`src/rtl/prog_loader.sv`:
```
`timescale 1ns/1ps
// Instruction-memory loader: assembles a framed big-endian byte stream into
// 32-bit words for the CPU write port and gates cpu_en until a clean load.
module prog_loader #(
  parameter int unsigned ADRS_W       = 11,
  parameter int unsigned TIMEOUT      = 1024,
  parameter bit          RUN_AT_RESET = 1'b0
) (
  input  logic              clk,
  input  logic              resetn,
  input  logic              load_req,
  input  logic [7:0]        rx_data,
  input  logic              rx_valid,
  output logic              rx_ready,
  output logic [31:0]       w_instruction,
  output logic              w_enable,
  output logic [ADRS_W-1:0] w_adrs,
  output logic              cpu_en,
  output logic              busy,
  output logic              done,
  output logic              err
);

  localparam logic [15:0] TMO_LAST = 16'(TIMEOUT - 1);

  typedef enum logic [2:0] {IDLE, AHI, ALO, CHI, CLO, DATA, DONE} state_t;

  state_t            state, state_nx;
  logic [ADRS_W-1:0] addr;
  logic [15:0]       count;
  logic [23:0]       shreg;
  logic [1:0]        bidx;
  logic [15:0]       tmo_cnt;
  logic              accept, start, abort, finish, wr_end;

  // w_enable doubles as the write-cycle flag, so no byte is taken while a word is written
  always_comb begin
    rx_ready = 1'b0;
    case (state)
      AHI, ALO, CHI, CLO: rx_ready = 1'b1;
      DATA:               rx_ready = !w_enable && (count != '0);
      default:            rx_ready = 1'b0;
    endcase
  end

  assign accept = rx_valid & rx_ready;
  assign busy   = (state != IDLE) && (state != DONE);

  always_comb begin
    state_nx = state;
    start    = 1'b0;
    abort    = 1'b0;
    finish   = 1'b0;
    wr_end   = 1'b0;
    case (state)
      IDLE, DONE: if (load_req) begin start = 1'b1; state_nx = AHI; end
      AHI:        if (accept) state_nx = ALO;
      ALO:        if (accept) state_nx = CHI;
      CHI:        if (accept) state_nx = CLO;
      CLO:        if (accept) state_nx = DATA;
      DATA: begin
        if (count == '0) begin
          finish   = 1'b1;
          state_nx = DONE;
        end else if (w_enable) begin
          wr_end = 1'b1;
          if (count == 16'd1) begin
            finish   = 1'b1;
            state_nx = DONE;
          end else if (&addr) begin
            // top address just written with words still pending: never wrap
            abort    = 1'b1;
            state_nx = IDLE;
          end
        end
      end
      default: state_nx = IDLE;
    endcase
    if (busy && !accept && !finish && tmo_cnt == TMO_LAST) begin
      abort    = 1'b1;
      state_nx = IDLE;
    end
  end

  always_ff @(posedge clk or negedge resetn) begin
    if (!resetn) begin
      state         <= IDLE;
      addr          <= '0;
      count         <= '0;
      shreg         <= '0;
      bidx          <= '0;
      tmo_cnt       <= '0;
      w_instruction <= '0;
      w_enable      <= 1'b0;
      w_adrs        <= '0;
      cpu_en        <= RUN_AT_RESET;
      done          <= 1'b0;
      err           <= 1'b0;
    end else begin
      state    <= state_nx;
      w_enable <= 1'b0;
      if (start) begin
        tmo_cnt <= '0;
        bidx    <= '0;
        cpu_en  <= 1'b0;
        done    <= 1'b0;
        err     <= 1'b0;
      end else if (busy) begin
        tmo_cnt <= accept ? '0 : tmo_cnt + 16'd1;
      end
      if (accept) begin
        case (state)
          AHI: addr[ADRS_W-1:8] <= rx_data[ADRS_W-9:0];
          ALO: addr[7:0]        <= rx_data;
          CHI: count[15:8]      <= rx_data;
          CLO: count[7:0]       <= rx_data;
          DATA: begin
            shreg <= {shreg[15:0], rx_data};
            bidx  <= bidx + 2'd1;
            if (bidx == 2'd3) begin
              w_enable      <= 1'b1;
              w_instruction <= {shreg, rx_data};
              w_adrs        <= addr;
            end
          end
          default: ;
        endcase
      end
      if (wr_end && !abort) begin
        addr  <= addr + ADRS_W'(1);
        count <= count - 16'd1;
      end
      if (finish) begin
        done   <= 1'b1;
        cpu_en <= 1'b1;
      end
      if (abort) err <= 1'b1;
    end
  end

endmodule

```
`config.mk`:
```
export PLATFORM = sky130hd
export DESIGN_NAME = prog_loader
export DESIGN_NICKNAME = d
export VERILOG_FILES = /design/src/rtl/prog_loader.sv
export SDC_FILE = /design/constraint.sdc
export NUM_CORES = 1
export LEC_CHECK = 0
export ABC_AREA = 1
export ABC_CLOCK_PERIOD_IN_PS = 6000
export BUFFER_PORTS_ARGS = -buffer_cell sky130_fd_sc_hd__buf_2
export CORE_ASPECT_RATIO = 0.75
export CORE_MARGIN = 2
export CORE_UTILIZATION = 60
export CTS_CLUSTER_SIZE = 8
export DETAILED_ROUTE_END_ITERATION = 16
export PLACE_DENSITY = 0.81
export SLEW_MARGIN = 10
export SYNTH_ARGS = -nofsm -noshare
export SYNTH_HDL_FRONTEND = slang
export SYNTH_SLANG_ARGS = --single-unit
```
`constraint.sdc`:
```
create_clock -name clk -period 6 [get_ports clk]
set_input_delay 1.2 -clock clk [delete_from_list [all_inputs] [get_ports clk]]
set_output_delay 1.2 -clock clk [all_outputs]
set_load 0.03 [all_outputs]
```
# After elaboration in Yosys (flattened, before gate mapping)
# Index checks and enable logic that the tools add are counted.
[op_classes]
n_reduce_logical = 32
add_sub_neg = 4
n_eq_ne = 17
muxes = 47
n_bitwise = 1
[op_table]
columns = ["cell", "n"]
rows = [
  ["16-bit two-way mux", 5],
  ["3-bit two-way mux", 11],
  ["8-bit two-way mux", 3],
  ["11-bit two-way mux", 2],
  ["1-bit two-way mux", 21],
  ["3-bit != test (second input constant)", 6],
  ["3-bit case mux with 6 select lines", 1],
  ["16-bit by 1-bit adder with 16-bit output (second input constant)", 1],
  ["16-bit by 1-bit equality test with 1-bit output (second input constant)", 1],
  ["16-bit by 10-bit equality test with 1-bit output (second input constant)", 1],
  ["16-bit logical NOT", 1],
  ["16-bit nonzero test", 1],
  ["2-bit nonzero test", 8],
  ["16-bit by 1-bit subtractor with 16-bit output (second input constant)", 1],
  ["11-bit by 1-bit adder with 11-bit output (second input constant)", 1],
  ["11-bit AND reduction", 1],
  ["2-bit AND reduction", 5],
  ["3-bit equality test (second input constant)", 3],
  ["7-bit AND reduction", 1],
  ["3-bit by 2-bit equality test with 1-bit output (second input constant)", 2],
  ["1-bit logical AND", 6],
  ["2-bit two-way mux", 3],
  ["5-bit != test (second input constant)", 1],
  ["1-bit logical NOT", 4],
  ["other kinds (11)", 11],
]
[word_totals]
reg_bits = 118
input_bits = 12
wordCells = 114

# Longest topological paths before layout
[depth]
depth_word = 13
mapped_depth = 17

# Worst setup path after synthesis
# OpenSTA, ideal clock, no wires.
[synth_path]
path_type = "flip-flop to output port"
from = "register count[0]"
to = "output port rx_ready"
path_stages_with_launch = 8
slack_ns = 3.598
t_required_ns = 4.800
t_arrival_ns = 1.202
cell_sequence = "dfrtp_1 inv_1 ha_1 nand2_2 nor2_4 nand2_2 nand3_2 nand2_2"
[synth_via]
elab_chain_len = 3
[synth_lines]
columns = ["element", "line_no", "rtl"]
rows = [
  ["from (decl)", "30", "logic [15:0] count;"],
  ["from (signal assigned)", "116", "CLO: count[7:0] <= rx_data;"],
  ["from (signal assigned)", "131", "count <= count - 16'd1;"],
  ["16-bit nonzero test", "41", "DATA: rx_ready = !w_enable && (count != '0);"],
  ["1-bit logical AND", "41", ""],
  ["1-bit case mux with 2 select lines", "39", "case (state)"],
  ["to (decl)", "14", "output logic rx_ready,"],
]
# Every way passes these cells.

# Worst setup path in the final report
[layout_path]
from = "register count[0]"
to = "register w_instruction[24]"
[layout_via]
elab_chain_len = 5
[layout_lines]
columns = ["element", "line_no", "rtl"]
rows = [
  ["16-bit nonzero test", "41", ""],
  ["1-bit logical AND", "41", ""],
  ["1-bit case mux with 2 select lines", "39", ""],
  ["1-bit AND", "46", "assign accept = rx_valid & rx_ready;"],
  ["3-bit AND reduction (no source line)", "--", ""],
  ["to (signal assigned)", "122", "w_instruction <= {shreg, rx_data};"],
  ["to (decl)", "15", "output logic [31:0] w_instruction,"],
]
# Every way passes these cells.
# A chain may end at the register's enable or synchronous reset.

==> metrics.md <==
| Metric | Value |
|---|---|
| Status | finished, final reports clean |
| Netlist cell types | 35 |
| I/O pin total | 61 |
| Layout cells sized above 1 | 15.24% |
| Min-delay worst type | reg2reg |
| Routed WL per cell | 15.45 um |
| R2r setup slk | 2.30 ns |
| Area Growth Syn to Fin | 15.82% |
| Leakage | 3.356 nW |
| Post-layout nets | 741 |
| Worst-skew pair later-pin latency | 0.41 ns |
| Die Span X | 116.0 um |
| Worst-path clk slew | 0.05 ns |
| CP Data Required Time | 6.30 ns |
| CORE AREA | 9084 um^2 |
| Synth cell count leaders | nand2_1 (181), dfrtp_1 (118), nand3_1 (89) |
| Final Hold Fails | 0 |
| Final Setup Violations | 0 |
| TNS Setup | 0 ns |
| Synthesized area | 5647 um^2 |
| Max cap viols | 0 |
| R2r endpoint | w_instruction[24]$_DFFE_PN0P_ |
| Grt total ovfl | 0 |
| Slew headroom | 21.07% |
| R2R depth | 15 |
| Sequential Area | 2953 um^2 |
| Hold Path Stages | 2 |
| Max stage delay on crit path | 0.87 ns |
| Worst hold slack | 0.4705 ns |
| Cts bufs inserted | 17 |
| GP Congestion | 0.8494 |
| ANT cells | 0 |
| CP Class | reg2reg |
| Max-slew violation count | 0 |
| Crit. path cell count | 15 |
| Post-synth top area cell | dfrtp_1 |
| DP HPWL | 8842 um |
| Mapped Cells | 668 |
| Total number of yosys warnings | 0 |
| RSZ-0062 raised after global routing | no |
| # clock sinks | 118 |
| Startpoint types | flop |
| Count leader, synth | nand2_1 |
| CP cell instances | inv_1, ha_1, nand2_2, nor2_4, nand2_2, nand3_2, nand2_2, nand2_2, inv_2, nand2_2, inv_1, nand2_2, inv_2, nand2_1, nand2_1 |
| Crit. End Element | flop |
| Synth Flop Type | dfrtp_1 |
| Worst-Margin Slew | 1.180 ns |
| Worst Setup EP | w_instruction[24]$_DFFE_PN0P_ |
| Pre-antenna DRT Iters | 5 |
| Initial core utilization | 62.16% |
| Row count | 30 |
| Post-CTS Setup Inserts | 0 |
| Antenna Nets Post-Route | 0 |
| RR Startpoint | count[0]$_DFFE_PN0P_ |
| Synthesis-stage register bit count | 118 |
| EDFF count, synth | 0 |
| DIE HEIGHT | 88.02 um |
| Vias in the first global route | 4,627 |
| Multi-input logic area | 2268 um^2 |
| Worst slack, placed | 2.276 ns |
| Placed Area | 5958 um^2 |
| CTS resizes | 0 |
| Final non-filler cell total | 863 |
| CP Data Arrival Time | 3.99 ns |
| Worst path bufs/invs | 4 |
| CP most frequent cell | nand2_2 |
| Largest net degree at the start of global routing | 75 |
| Top delay family on crit path | simple AND/OR/NAND/NOR gates |
| H-tree depth | 4 |
| Async set-or-reset flop fraction in the synthesized netlist | 100.0% |
| TritonCTS clock tree | done |
| Post-CTS Hold Fix Bufs | 0 |
| Post-synth top area share | 52.29% |
| Min Tclk post-route | 3.698 ns |
| Crit path from | count[0]$_DFFE_PN0P_ |
| Worst-path fanout max | 74 |
| Routed via count | 4,825 |
| Number of antenna violations at the first check in global routing | 0 |
| Final WS setup | 2.302 ns |
| Synth top area cells | dfrtp_1 (52%), nand2_1 (12%), nand3_1 (7.9%) |
| Root buf cell | clkbuf_16 |
| Full die area | 10,210 um^2 |
| Worst vdd ir | 0.0002633 V |
| Cell area after layout | 6540 um^2 |
| Port bufs | 60 |
| Final Skew | 0.01063 ns |
| Final WL | 13,340 um |
| Syn Area/Cell | 8.453 um^2 |
| Filler Cell Count | 703 |
| Sequential area share after synthesis | 52.29% |
| Crit-path slowest cell | nand2_2 |
| Max Fclk | 270.4 MHz |
| Tcrit/Tclk final | 61.63% |
| All-layer global routing usage | 28.27% |
| Final routed DRC violation total | 0 |
| Routed vias/inst | 5.591 |
| Placed cells | 833 |
| DR iter-0 viols | 467 |
| Clock Path Buffers | 2 |
| Syn_nets | 685 |
| Pwr per Cell Area | 434.6 nW/um^2 |
| First-pass GRT wire length | 22,120 um |
[layout by cell type, fill, tap and decap left out, types with 2 or more instances in the layout]
cell type  synthesis  final
nand2_1          181    180
dfrtp_1          118    118
nand3_1           89     89
inv_1             68     68
buf_2              3     59
o21ai_0           57     57
nor2_1            30     30
xor2_1            24     24
clkbuf_16          0     17
nor3_1            11     11
o22ai_1           10     10
o21ai_1            7      7
xnor2_1            7      7
nand2_2            5      6
nand4_1            6      6
ha_1               5      5
clkinv_2           0      5
a21oi_1            4      4
or2_2              4      4
clkbuf_8           0      4
inv_2              3      3
nor2_2             2      2
bufinv_16          0      2
buf_4             10      2
[tightest hold or removal path: stages (launching register included)]
cell,delay (ns)
dfrtp_1,0.33
nand2_1,0.05
nand2_1,0.05
[cells by family (layout without fill, tap and decap cells)]
kind of cell,Yosys count,after routing,share of synthesized area [%]
adder cells (fa/ha/maj),5,5,1.108
XOR/XNOR,31,31,4.808
AND/OR/NAND/NOR,335,335,26.08
AO/OA/AOI/OAI,84,84,8.132
flip-flops,118,118,52.29
buffers and inverters,95,162,7.578
[per-stage QoR]
stage	util (%)	total power, mW
6_report	72.00	2.842
5_1_grt	72.00	3.001
4_1_cts	72.00	2.833
3_5_place_dp	65.59	1.829
3_3_place_gp	65.59	1.789
2_1_floorplan	-	1.626
[area by class of cell]
cell class / instances / area share (%)
flip-flops and latches: 118 / 45.15
well taps: 128 / 2.449
clock inverters: 9 / 1.550
repair buffers: 61 / 4.745
multi-input cells: 455 / 34.69
inverters: 71 / 4.075
clock buffers: 21 / 7.346
[flip-flops by register name (all words and copies together) (netlist names)]
signal         cells
bidx               2
tmo_cnt           16
err                1
w_adrs            11
shreg             24
state              3
w_instruction     32
done               1
addr              11
w_enable           1
count             16
[worst min-delay path by stage]
| stage | from | end | slack [ns] |
|---|---|---|---|
| floorplan | shreg[16]$_DFFE_PN0P_ | w_instruction[24]$_DFFE_PN0P_ | 0.44 |
| global placement | w_instruction[31]$_DFFE_PN0P_ | w_instruction[31]$_DFFE_PN0P_ | 0.46 |
| detailed placement | w_instruction[30]$_DFFE_PN0P_ | w_instruction[30]$_DFFE_PN0P_ | 0.46 |
| CTS | w_adrs[9]$_DFFE_PN0P_ | w_adrs[9]$_DFFE_PN0P_ | 0.48 |
| global route | shreg[21]$_DFFE_PN0P_ | w_instruction[29]$_DFFE_PN0P_ | 0.49 |
| finish | w_adrs[9]$_DFFE_PN0P_ | w_adrs[9]$_DFFE_PN0P_ | 0.47 |
[metal layers]
metal	vias to the layer above	routed length, um	track usage, %
met4	0	211	10.06
li1	2273	-	-
met3	26	1132	6.920
met5	-	0	0
met2	204	5983	42.21
met1	2322	6008	40.73
[power by group]
| part | internal [mW] | switching (mW) | total [mW] |
|---|---|---|---|
| logic | 0.254 | 0.471 | 0.725 |
| registers | 0.961 | 0.162 | 1.12 |
| clock network | 0.646 | 0.347 | 0.994 |
| total | 1.86 | 0.981 | 2.84 |
Power figures use the tool's default switching activity.
